$ cat src/rtl/iic_cfg_seq_if.sv
// Byte-driver handshake between the register-init sequencer and the I2C engine.
// The sequencer is the master; the I2C byte driver is the slave.
interface iic_cfg_seq_if;
    logic        iic_exe;
    logic        iic_rw_ctrl;
    logic        bit_ctrl;
    logic [15:0] iic_addr;
    logic [7:0]  iic_data_in;
    logic        iic_ack;
    logic        iic_done;

    modport master (
        output iic_exe, iic_rw_ctrl, bit_ctrl, iic_addr, iic_data_in,
        input  iic_ack, iic_done
    );

    modport slave (
        input  iic_exe, iic_rw_ctrl, bit_ctrl, iic_addr, iic_data_in,
        output iic_ack, iic_done
    );
endinterface

$ cat src/rtl/iic_cfg_seq.sv
// Power-up register-init sequencer: walks a ROM table of {reg_addr, reg_data} entries,
// issues one I2C write per entry, retries missing ACKs and reports done/error status.
module iic_cfg_seq #(
    parameter int unsigned ADDR_W     = 8,
    parameter int unsigned REG_NUM    = 200,
    parameter logic [19:0] INIT_DELAY = 20'd1000000,
    parameter logic [1:0]  MAX_RETRY  = 2'd3,
    parameter bit          ADDR16     = 1'b1,
    parameter logic [19:0] TIMEOUT    = 20'd500000
) (
    input  logic              sys_clk,
    input  logic              sys_rst,
    input  logic              start,
    output logic [ADDR_W-1:0] rom_addr,
    input  logic [23:0]       rom_data,
    iic_cfg_seq_if.master     iic,
    output logic              cfg_busy,
    output logic              cfg_done,
    output logic              cfg_err,
    output logic [ADDR_W-1:0] err_index
);

    typedef enum logic [2:0] {
        PWR_WAIT, FETCH, LATCH, ISSUE, WAIT, CHECK, DONE, ERROR
    } state_t;

    localparam logic [2:0]        ACK_EXP  = ADDR16 ? 3'd4 : 3'd3;
    localparam logic [ADDR_W-1:0] IDX_LAST = ADDR_W'(REG_NUM - 1);

    state_t            state, state_nx;
    logic [19:0]       dly_cnt;
    logic [19:0]       tmo_cnt;
    logic [ADDR_W-1:0] idx;
    logic [1:0]        retry_cnt;
    logic [2:0]        ack_cnt;
    logic              done_d, ack_d;
    logic              exe_q;
    logic [15:0]       addr_q;
    logic [7:0]        data_q;

    logic done_rise, ack_rise, ack_ok;
    assign done_rise = iic.iic_done & ~done_d;
    assign ack_rise  = iic.iic_ack & ~ack_d;
    assign ack_ok    = (ack_cnt == ACK_EXP);

    assign rom_addr        = idx;
    assign iic.iic_exe     = exe_q;
    assign iic.iic_addr    = addr_q;
    assign iic.iic_data_in = data_q;
    assign iic.iic_rw_ctrl = 1'b1;
    assign iic.bit_ctrl    = ADDR16;

    always_comb begin
        state_nx = state;
        case (state)
            PWR_WAIT: if (dly_cnt == INIT_DELAY - 20'd1) state_nx = FETCH;
            FETCH:    state_nx = LATCH;
            LATCH:    state_nx = ISSUE;
            ISSUE:    state_nx = WAIT;
            WAIT: begin
                // A completed transfer wins over a timeout landing on the same cycle.
                if (done_rise)                          state_nx = CHECK;
                else if (tmo_cnt == TIMEOUT - 20'd1)    state_nx = ERROR;
            end
            CHECK: begin
                if (ack_ok)                      state_nx = (idx == IDX_LAST) ? DONE : FETCH;
                else if (retry_cnt < MAX_RETRY)  state_nx = ISSUE;
                else                             state_nx = ERROR;
            end
            DONE, ERROR: if (start) state_nx = FETCH;
            default:  state_nx = PWR_WAIT;
        endcase
    end

    always_ff @(posedge sys_clk) begin
        if (!sys_rst) begin
            state     <= PWR_WAIT;
            dly_cnt   <= '0;
            tmo_cnt   <= '0;
            idx       <= '0;
            retry_cnt <= '0;
            ack_cnt   <= '0;
            done_d    <= 1'b0;
            ack_d     <= 1'b0;
            exe_q     <= 1'b0;
            addr_q    <= '0;
            data_q    <= '0;
            cfg_busy  <= 1'b0;
            cfg_done  <= 1'b0;
            cfg_err   <= 1'b0;
            err_index <= '0;
        end else begin
            state  <= state_nx;
            done_d <= iic.iic_done;
            ack_d  <= iic.iic_ack;
            case (state)
                PWR_WAIT: dly_cnt <= dly_cnt + 20'd1;
                LATCH: begin
                    {addr_q, data_q} <= rom_data;
                    retry_cnt        <= '0;
                end
                ISSUE: begin
                    ack_cnt <= '0;
                    tmo_cnt <= '0;
                end
                WAIT: begin
                    if (ack_rise && ack_cnt != 3'd7) ack_cnt <= ack_cnt + 3'd1;
                    tmo_cnt <= tmo_cnt + 20'd1;
                end
                CHECK: begin
                    if (ack_ok && idx != IDX_LAST)             idx <= idx + ADDR_W'(1);
                    else if (!ack_ok && retry_cnt < MAX_RETRY) retry_cnt <= retry_cnt + 2'd1;
                end
                DONE, ERROR: if (start) idx <= '0;
                default: ;
            endcase
            // Outputs are registered from the next state so they line up with the state they describe.
            exe_q     <= (state_nx == ISSUE) || (state_nx == WAIT);
            cfg_busy  <= (state_nx != DONE) && (state_nx != ERROR);
            cfg_done  <= (state_nx == DONE);
            cfg_err   <= (state_nx == ERROR);
            err_index <= (state_nx == ERROR) ? idx : '0;
        end
    end

endmodule
$ cat src/flat_wrapper.sv
// flat-port wrapper written by rule: the top's interface ports become plain ports
module iic_cfg_seq_flat 
#(
    parameter int unsigned ADDR_W     = 8,
    parameter int unsigned REG_NUM    = 200,
    parameter logic [19:0] INIT_DELAY = 20'd1000000,
    parameter logic [1:0]  MAX_RETRY  = 2'd3,
    parameter bit          ADDR16     = 1'b1,
    parameter logic [19:0] TIMEOUT    = 20'd500000
)
  (sys_clk, sys_rst, start, rom_addr, rom_data, cfg_busy, cfg_done, cfg_err, err_index, iic_iic_exe, iic_iic_rw_ctrl, iic_bit_ctrl, iic_iic_addr, iic_iic_data_in, iic_iic_ack, iic_iic_done);
  iic_cfg_seq_if iic_i ();
  input  logic sys_clk;
  input  logic sys_rst;
  input  logic start;
  output logic [ADDR_W-1:0] rom_addr;
  input  logic [23:0] rom_data;
  output logic cfg_busy;
  output logic cfg_done;
  output logic cfg_err;
  output logic [ADDR_W-1:0] err_index;
  output wire logic [$bits(iic_i.iic_exe)-1:0] iic_iic_exe;
  output wire logic [$bits(iic_i.iic_rw_ctrl)-1:0] iic_iic_rw_ctrl;
  output wire logic [$bits(iic_i.bit_ctrl)-1:0] iic_bit_ctrl;
  output wire logic [$bits(iic_i.iic_addr)-1:0] iic_iic_addr;
  output wire logic [$bits(iic_i.iic_data_in)-1:0] iic_iic_data_in;
  input wire logic [$bits(iic_i.iic_ack)-1:0] iic_iic_ack;
  input wire logic [$bits(iic_i.iic_done)-1:0] iic_iic_done;
  assign iic_iic_exe = iic_i.iic_exe;
  assign iic_iic_rw_ctrl = iic_i.iic_rw_ctrl;
  assign iic_bit_ctrl = iic_i.bit_ctrl;
  assign iic_iic_addr = iic_i.iic_addr;
  assign iic_iic_data_in = iic_i.iic_data_in;
  assign iic_i.iic_ack = iic_iic_ack;
  assign iic_i.iic_done = iic_iic_done;
  iic_cfg_seq #(.ADDR_W(ADDR_W), .REG_NUM(REG_NUM), .INIT_DELAY(INIT_DELAY), .MAX_RETRY(MAX_RETRY), .ADDR16(ADDR16), .TIMEOUT(TIMEOUT)) u_core (.sys_clk(sys_clk), .sys_rst(sys_rst), .start(start), .rom_addr(rom_addr), .rom_data(rom_data), .iic(iic_i), .cfg_busy(cfg_busy), .cfg_done(cfg_done), .cfg_err(cfg_err), .err_index(err_index));
endmodule
$ cat config.mk
export PLATFORM = sky130hd
export DESIGN_NAME = iic_cfg_seq_flat
export DESIGN_NICKNAME = d
export VERILOG_FILES = /design/src/rtl/iic_cfg_seq_if.sv /design/src/rtl/iic_cfg_seq.sv /design/src/flat_wrapper.sv
export SDC_FILE = /design/constraint.sdc
export NUM_CORES = 1
export LEC_CHECK = 0
export ABC_AREA = 0
export BUFFER_PORTS_ARGS = -buffer_cell sky130_fd_sc_hd__buf_2
export CAP_MARGIN = 5
export CORE_MARGIN = 2
export CORE_UTILIZATION = 42
export CTS_CLUSTER_SIZE = 28
export DETAILED_ROUTE_END_ITERATION = 12
export GPL_TIMING_DRIVEN = 0
export PLACE_DENSITY = 0.74
export SLEW_MARGIN = 20
export SYNTH_ARGS = -nofsm -noshare
export SYNTH_HDL_FRONTEND = slang
export SYNTH_SLANG_ARGS = --single-unit
$ cat constraint.sdc
create_clock -name sys_clk -period 6.3 [get_ports sys_clk]
set_input_delay 1.89 -clock sys_clk [delete_from_list [all_inputs] [get_ports sys_clk]]
set_output_delay 1.89 -clock sys_clk [all_outputs]
set_load 0.01 [all_outputs]
After elaboration in Yosys (flattened, before gate mapping)
Index checks and enable logic that the tools add are counted.
- bitwise gates (word level): 4
- order comparisons: 1
- reductions and logical operators: 15
- $add $sub $neg: 5
- equal/unequal tests: 24
- multiplexer cells: 17
- operators by type and width (kind ; number):
    adder 20 x 1 -> 20 bit (second input constant) ; 2
    one-hot mux 20 bit (2 select lines) ; 1
    equality test 3 bit (second input constant) ; 8
    two-way mux 3 bit ; 8
    one-hot mux 3 bit (7 select lines) ; 1
    equality test 20 x 19 -> 1 bit (second input constant) ; 1
    equality test 20 bit (second input constant) ; 1
    two-way mux 8 bit ; 2
    one-hot mux 8 bit (2 select lines) ; 1
    equality test 3 x 2 -> 1 bit (second input constant) ; 3
    != test 3 bit (second input constant) ; 3
    adder 8 x 1 -> 8 bit (second input constant) ; 1
    equality test 8 bit (second input constant) ; 1
    != test 8 bit (second input constant) ; 1
    != test 2 x 1 -> 1 bit (second input constant) ; 3
    one-hot mux 3 bit (2 select lines) ; 1
    AND reduction 3 bit ; 2
    nonzero test 2 bit ; 3
    logical AND 1 bit ; 4
    two-way mux 2 bit ; 2
    != test 2 bit (second input constant) ; 2
    one-hot mux 2 bit (2 select lines) ; 1
    AND reduction 2 bit ; 2
    adder 3 x 1 -> 3 bit (second input constant) ; 1
    9 further kinds ; 11
- logic and storage cells: 81
- bits in registers: 94
- input port bits: 29
- output and inout bits: 46

Depth between registers and ports, before layout
Gate-level depths: netlist (run 1).
- word-level depth: 6
- gate-level depth with buffers: 9
- gate-level depth less buffers: 8

Least setup slack after synthesis (run 1)
No wires, ideal clock.
- path kind: input to register
- start point: input port iic_iic_done
- end point: register u_core.err_index[0]
- cell stages on the path: 7
- slack: 3.194 ns
- required time: 6.184 ns
- data arrival time: 2.990 ns
- path buffers: 1
- cells stage by stage: nor3b_1 -> mux2i_1 -> o211ai_1 -> nor3_2 -> nor2b_1 -> buf_2 -> o211a_1
- word-level cells in the longest chain between the ends: 5
- ends and longest elaborated chain (item ; RTL line ; source):
    from (decl) ; flat_wrapper.sv:28 ; input wire logic [$bits(iic_i.iic_done)-1:0] iic_iic_done;
    bitwise AND 1 bit ; iic_cfg_seq.sv:42 ; assign done_rise = iic.iic_done & ~done_d;
    two-way mux 3 bit ; iic_cfg_seq.sv:62 ; if (done_rise) state_nx = CHECK;
    one-hot mux 3 bit (7 select lines) ; iic_cfg_seq.sv:55 ; case (state)
    equality test 3 bit ; iic_cfg_seq.sv:122 ; err_index <= (state_nx == ERROR) ? idx : '0;
    AND reduction 2 bit (no source line) ; n/a ;
    to (signal assigned) ; iic_cfg_seq.sv:122 ;
    to (decl) ; iic_cfg_seq.sv:20 ; output logic [ADDR_W-1:0] err_index
Every way passes these cells.
A chain may end at the register's enable or synchronous reset.

Worst setup path after layout (run 1)
- start point: input port iic_iic_done
- end point: register u_core.err_index[2]
Same word-level chain as after synthesis.

==> results of run 1 <==
-- through the flow --
step	instances	total power [mW]	utilization [%]	hold WS (ns)	area (um2)
after floorplan	480	0.9966	-	0.4385	4347
after global placement	688	1.106	47.89	0.4483	4877
after detailed placement	688	1.118	47.89	0.4578	4877
after CTS	704	1.484	49.61	0.4700	5052
after global routing	704	1.565	49.61	0.4962	5052
final	704	1.472	49.61	0.4693	5052
-- synth_stat cells, drive strengths merged, types with 3 or more instances --
cell type and number:
a21boi 31, a21oi 11, and2 28, and3 18, and4 4, buf 11, clkbuf 16, dfxtp 94
ha 7, inv 3, mux2i 9, nand2 77, nand3 21, nand4 17, nor2 25, nor2b 6
nor3 6, nor3b 9, nor4 3, o211a 8, o211ai 5, o21a 5, o21ai 8, or2 4
or3 5, xnor2 12, xor2 13
-- state kept, by name, indices dropped and copies added, names as in the netlist, 2 cells and up --
signal / flops
u_core.state: 3
u_core.rom_addr: 8
u_core.iic.iic_data_in: 8
u_core.dly_cnt: 20
u_core.ack_cnt: 3
u_core.tmo_cnt: 20
u_core.iic.iic_addr: 16
u_core.err_index: 8
u_core.retry_cnt: 2
-- worst min-delay path by stage --
stage / from / to / depth (start not counted)
after floorplan: u_core.retry_cnt[1] / u_core.retry_cnt[1] / 2
after global placement: u_core.iic.iic_data_in[7] / u_core.iic.iic_data_in[7] / 2
after detailed placement: u_core.iic.iic_addr[11] / u_core.iic.iic_addr[11] / 2
after CTS: u_core.iic.iic_addr[11] / u_core.iic.iic_addr[11] / 2
after global routing: u_core.iic.iic_addr[11] / u_core.iic.iic_addr[11] / 2
final: u_core.iic.iic_addr[15] / u_core.iic.iic_addr[15] / 2
-- cell families (layout without fill, tap and decap cells) --
group | Yosys count | in the layout
and+or+nand+nor | 235 | 235
xor gates and xnor gates | 25 | 25
muxes | 10 | 10
other | 1 | 2
adders and majority gates | 7 | 7
DFF | 94 | 94
buffers and inverters | 30 | 118
AOI/OAI and AO/OA | 77 | 77
-- routing by layer --
metal / GRT usage (%) / share of wire [%]
met1: 21.27 / 46
met2: 29.40 / 48
met3: 4.020 / 4.5
met4: 6.579 / 1.4
met5: 0 / 0
-- where the power goes --
group,internal (mW),total (mW),switching [mW]
registers,0.652,0.685,0.0326
logic,0.155,0.421,0.266
clock network,0.149,0.367,0.218
-- worst reg2reg max path: stages, from the launching register on --
cell and delay, ns:
dfxtp_1 0.46, ha_1 0.26, nand4bb_1 0.17, or2_2 0.34, o21ai_0 0.53, and2_1 0.23
buf_2 0.20, o211a_1 0.18
-- layout make-up --
class / instances / area [um2] / share of cell area [%]
Buffer: 27 / 133.9 / 2.650
Clock buffer: 11 / 131.4 / 2.600
Multi-Input combinational cell: 356 / 2320 / 45.91
Clock inverter: 5 / 43.79 / 0.8668
Sequential cell: 94 / 1882 / 37.25
Inverter: 3 / 11.26 / 0.2229
Timing Repair Buffer: 72 / 360.3 / 7.132
Tap cell: 136 / 170.2 / 3.368
==> out/results.tsv, run 1 <==
metric	value	unit
peak supply drop	0.1828	mV
worst min path class	flip-flop to flip-flop	
max-cap viol count	0	
CP Data Required Time	6.57	ns
grt ovf	0	
CTS H-tree depth	3	
RD Place Congestion	0.8405	
# Post-CTS Setup Buffers	0	
layout cells sized above 1	20.25	%
Area growth syn-to-layout	16.34	%
Ys Warns	0	
most frequent cells in the layout	94 x dfxtp_1, 77 x buf_2, 77 x nand2_1, 31 x a21boi_0, 28 x and2_1	
Place WS	2.870	ns
DRT Pass-1 Iters	4	
critical path peak fanout	9	
Synth top area share	43.33	%
# IOs	75	
Core Footprint	10180	um2
FFs w/ async S/R, synth	0	%
Synth area leaders	dfxtp_1 43%, nand2_1 6.7%, a21boi_0 5.4%	
post-cts resize count	0	
commonest non-fill, non-tap cell in the layout	dfxtp_1	
largest family of logic cells by synthesized area	simple AND/OR/NAND/NOR gates	
max frequency	0.3258	GHz
Mapped Cells	479	
Die X	105.7	um
Final Cycle Share	48.72	%
DR iter-0 viols	152	
Die H	105.7	um
startpoint types	primary input	
Mapped Area	4343	um2
Worst path depth	8	
CP peak stage delay	0.44	ns
Top FF cell, synth	dfxtp_1	
Synth area leader	dfxtp_1	
CP endpoint kind	flip-flop	
Clock Path Buffers	2	
die area	11170	um2
worst path buffer plus inverter count	2	
CTS tree	done	
Seq/Total Area, Yosys	43.33	%
critical path endpoint	u_core.err_index[2]	
pwr/cell area	291.4	nW/um2
CTS sink cnt	94	
IO buf count	72	
CTS Hold Buffers Added	0	
clk slew on worst S/H paths	0.09	ns
drt total wl	9311	um
Rel. slew slack	50.63	%
r2r startpoint	u_core.rom_addr[0]	
global-route wire length before repair	15880	um
initial antenna violation count	0	
Yosys cell types	58	
Synth Area in Compound Gates	13.22	%
hpwl dp	6779	um
total number of vias	3666	
RSZ-0062 raised after global routing	false	
crit path kind	primary input to flip-flop	
slowest CP cell	nor3_2	
leakage	2.169	nW
Avg Inst Size Synth	9.067	um2
Post-layout nets	599	
total negative slack	0	ns
GR Util All Layers	17.31	%
CP startpoint	iic_iic_done	
CTS buffer count	9	
remaining antenna violation count	0	
Routed wire per std cell	13.23	um
Layout fillers	989	
run status	completed	
crit-path leading delay family	simple AND/OR/NAND/NOR gates	
most used cell along the critical path	buf_2	
Setup-failing EPs final	0	
Hold Fails Final Rpt	0	
mux share of post-synthesis cell area	2.334	%
CTS Root Cell	clkbuf_8	
clock latency on the worst-skew pair	0.37	ns
CP Data Arrival Time	3.33	ns
ANT cells	0	
Worst Tran Pin Value	0.7406	ns
fin crit period	3.069	ns
PnR worst setup slack	3.231	ns
R2R depth	7	
Synth Area in XOR/XNOR	5.042	%
Post-synth EDFFs	0	
vias in the first global route	3515	
r2r setup slk	3.88	ns
pin count of the biggest net entering global routing	17	
row count	37	
Final Skew	0.01753	ns
Post-Synth Simple-Gate Area	30.63	%
Vias/cell	5.207	
Reg-to-Reg End	u_core.err_index[2]	
DR DRC count	0	
Post-Synth Adder-Cell Area	2.017	%
Initial Util	42.64	%
Slew Viols, Final	0	
CP Cell Sequence	buf_2 > nor3b_1 > mux2i_1 > o211ai_1 > nor3_2 > nor2b_1 > buf_2 > o211a_1	
Yosys reg bits	94	
(Power assumes the default switching activity.)
==> run 2: changes to the inputs <==
--- a/config.mk
+++ b/config.mk
@@ -5,7 +5,7 @@
 export SDC_FILE = /design/constraint.sdc
 export NUM_CORES = 1
 export LEC_CHECK = 0
-export ABC_AREA = 0
+export ABC_AREA = 1
 export BUFFER_PORTS_ARGS = -buffer_cell sky130_fd_sc_hd__buf_2
 export CAP_MARGIN = 5
 export CORE_MARGIN = 2
@@ -13,7 +13,7 @@
 export CTS_CLUSTER_SIZE = 28
 export DETAILED_ROUTE_END_ITERATION = 12
 export GPL_TIMING_DRIVEN = 0
-export PLACE_DENSITY = 0.74
+export PLACE_DENSITY = 0.76
 export SLEW_MARGIN = 20
 export SYNTH_ARGS = -nofsm -noshare
 export SYNTH_HDL_FRONTEND = slang
==> constraint.sdc (replaced) <==
create_clock -name sys_clk -period 2.7 [get_ports sys_clk]
set_input_delay 0.81 -clock sys_clk [delete_from_list [all_inputs] [get_ports sys_clk]]
set_output_delay 0.81 -clock sys_clk [all_outputs]
set_load 0.01 [all_outputs]
==> run 2 against run 1 <==
Compared with the run above:
- utilization rose by 0.24 points
- clock skew shrank 0.0054 ns
- synthesized cell count increased by 30%
- die area up 1.1%
- clock power up 140%
- combinational power decreased by 83%
- critical path type is now flip-flop to flip-flop
- largest power group unchanged
- highest routed layer unchanged
==> out/results.tsv, run 2 <==
metric	value	unit	change
run status	completed		
Synth top area share	42.85	%	-0.48 points
CTS buffer count	9		unchanged
clock latency on the worst-skew pair	0.37	ns	about the same
Top FF cell, synth	dfxtp_1		
ANT cells	0		unchanged
R2R depth	10		+3
Area growth syn-to-layout	16.13	%	
post-cts resize count	0		unchanged
CTS Hold Buffers Added	0		unchanged
remaining antenna violation count	0		unchanged
dpl cell area	4921	um2	+0.90%
die area	11290	um2	+1.1%
top-count cell post-synth	nor2_1		
Clock Path Buffers	2		unchanged
DR DRC count	0		unchanged
Worst Tran Pin Value	0.6202	ns	-0.1204 ns
Setup-failing EPs final	0		unchanged
r2r setup slk	0.89	ns	-2.99 ns
RSZ-0062 raised after global routing	false		
CTS sink cnt	94		unchanged
Synth area leader	dfxtp_1		
Mapped Area	4392	um2	+1.1%
row count	37		unchanged
DRT Pass-1 Iters	5		+1
crit path kind	flip-flop to flip-flop		
critical path peak fanout	9		unchanged
CTS Root Cell	clkbuf_8		
initial antenna violation count	0		unchanged
pin count of the biggest net entering global routing	18		+1
IO buf count	71		-1.4%
Ys Warns	0		unchanged
DR iter-0 viols	223		+47%
fin crit period	1.811	ns	
FFs w/ async S/R, synth	0	%	unchanged
CP Data Required Time	2.97	ns	-3.60 ns
layout cells sized above 1	17.80	%	-2.4 points
startpoint types	flip-flop		
Core Footprint	10230	um2	+0.45%
leakage	2.173	nW	+0.17%
RD Place Congestion	0.8757		+4.2%
CTS tree	done		
Slew Viols, Final	0		unchanged
# IOs	75		unchanged
Rel. slew slack	58.65	%	+8.0 points
Final Skew	0.01217	ns	-0.005366 ns
Yosys reg bits	94		unchanged
GR Util All Layers	18.93	%	+1.6 points
vias in the first global route	4065		+16%
Post-layout nets	740		+24%
grt ovf	0		unchanged
Yosys cell types	44		-24%
clk slew on worst S/H paths	0.10	ns	about the same
CP Data Arrival Time	2.08	ns	-1.25 ns
slowest CP cell	dfxtp_1		
worst min path class	flip-flop to flip-flop		
total number of vias	4242		+16%
Final Cycle Share	67.09	%	
Hold Fails Final Rpt	0		unchanged
r2r startpoint	u_core.rom_addr[0]		
Die X	106.3	um	+0.54%
# Post-CTS Setup Buffers	0		unchanged
PnR Total Power	2.349	mW	+60%
Mapped Cells	621		+30%
Seq/Total Area, Yosys	42.85	%	-0.48 points
Util after Layout	49.85	%	+0.24 points
Vias/cell	5.026		-3.5%
drt total wl	10360	um	+11%
global-route wire length before repair	17680	um	+11%
CP Cell Sequence	ha_1 > nand2_1 > nor2_1 > nand3_1 > nand2_1 > nand2_1 > nor2_1 > nand3_1 > nand3_4 > nor2_1		
pwr/cell area	460.6	nW/um2	+58%
Avg Inst Size Synth	7.072	um2	-22%
max frequency	0.5520	GHz	
CP peak stage delay	0.43	ns	about the same
max-cap viol count	0		unchanged
critical path endpoint	u_core.err_index[1]		
hpwl dp	7709	um	+14%
Reg-to-Reg End	u_core.err_index[1]		
commonest non-fill, non-tap cell in the layout	nor2_1		
CP startpoint	u_core.rom_addr[0]		
total negative slack	0	ns	unchanged
Die H	106.3	um	+0.54%
top cells by count, synth	121 x nor2_1, 109 x nand2_1, 94 x dfxtp_1, 72 x inv_1, 53 x o21ai_0		
Routed wire per std cell	12.28	um	-7.2%
Synth area leaders	dfxtp_1 43%, nor2_1 10%, nand2_1 9.3%		
CP endpoint kind	flip-flop		
peak supply drop	0.2395	mV	+31%
Post-synth EDFFs	0		unchanged
Design Area, Final	5100	um2	+0.94%
most frequent cells in the layout	121 x nor2_1, 109 x nand2_1, 94 x dfxtp_1, 72 x inv_1, 72 x buf_2		
Layout Cells excl Fill	844		+20%
CTS H-tree depth	3		unchanged
Initial Util	42.93	%	+0.28 points
placed cell count	829		+20%
run 2: changes by cell type in the layout (fill, tap and decap cells not counted), moves of 9 or more:
cell      before  now
nor2_1        23  121
inv_1          3   72
o21ai_0        7   53
nand2_1       77  109
a21boi_0      31    0
a21oi_1       11   39
and2_1        28    0
and3_1        18    0
nor3_1         4   18
xnor2_1       12    0
xor2_1        13    3
mux2i_1        9    0
nand3_1       20   29
run 2: worst min-delay path by stage:
stage	from	end	slack [ns]	cells past startpoint
6_report	u_core.dly_cnt[7]	u_core.dly_cnt[7]	0.48	2
5_1_grt	u_core.dly_cnt[17]	u_core.dly_cnt[17]	0.50	2
4_1_cts	u_core.dly_cnt[7]	u_core.dly_cnt[7]	0.48	2
3_5_place_dp	u_core.dly_cnt[7]	u_core.dly_cnt[7]	0.47	2
3_3_place_gp	u_core.dly_cnt[17]	u_core.dly_cnt[17]	0.46	2
2_1_floorplan	u_core.dly_cnt[17]	u_core.dly_cnt[17]	0.44	2
run 2: where the power goes:
part           leakage [nW]  switching, mW  internal, mW  total, mW
Sequential            0.758        0.00466          1.39       1.40
Combinational          1.33         0.0433        0.0278     0.0711
Clock                0.0862          0.533         0.349      0.882
Total                  2.17          0.581          1.77       2.35
run 2: per-layer routing:
| layer | wire (um) | share of wire (%) | GRT usage, % | vias up |
|---|---|---|---|---|
| met5 | 0 | 0 | 0 | - |
| met4 | 154 | 1.5 | 6.391 | 0 |
| met3 | 637 | 6.1 | 4.598 | 15 |
| met2 | 4872 | 47 | 32.60 | 128 |
| met1 | 4697 | 45 | 23.08 | 1944 |
| li1 | - | - | - | 2155 |
run 2: worst max-delay path, delay by kind of cell, from the launching register on:
family                   cells  cell delay, ns
AND/OR/NAND/NOR              9            1.06
adder cells (fa/ha/maj)      1            0.22
flip-flops                   1            0.43
run 2: per-stage QoR:
| step | setup slack, ns | hold WS [ns] |
|---|---|---|
| after floorplan | 1.029 | 0.4390 |
| after global placement | 0.5767 | 0.4625 |
| after detailed placement | 0.5158 | 0.4655 |
| after CTS | 0.9018 | 0.4788 |
| after global routing | 0.6839 | 0.5043 |
| final | 0.8885 | 0.4787 |
run 2: cell families (layout without fill, tap and decap cells):
kind of cell | after synthesis | after routing | synth area share (%)
and+or+nand+nor | 312 | 312 | 32.25
AOI/OAI and AO/OA | 106 | 106 | 13.25
buffers and inverters | 98 | 184 | 8.974
DFF | 94 | 94 | 42.85
adders and majority gates | 7 | 7 | 1.994
xor gates and xnor gates | 3 | 3 | 0.5984
other | 1 | 2 | 0.08539
run 2: final cells by class:
| cell class | instances | area [um2] |
|---|---|---|
| fill | 989 | 5131 |
| multi-input combinational | 430 | 2120 |
| sequential | 94 | 1882 |
| timing repair buffer | 71 | 355.3 |
| inverter | 80 | 302.8 |
| tap | 136 | 170.2 |
| clock buffer | 9 | 123.9 |
| buffer | 18 | 91.34 |
| clock inverter | 6 | 55.05 |
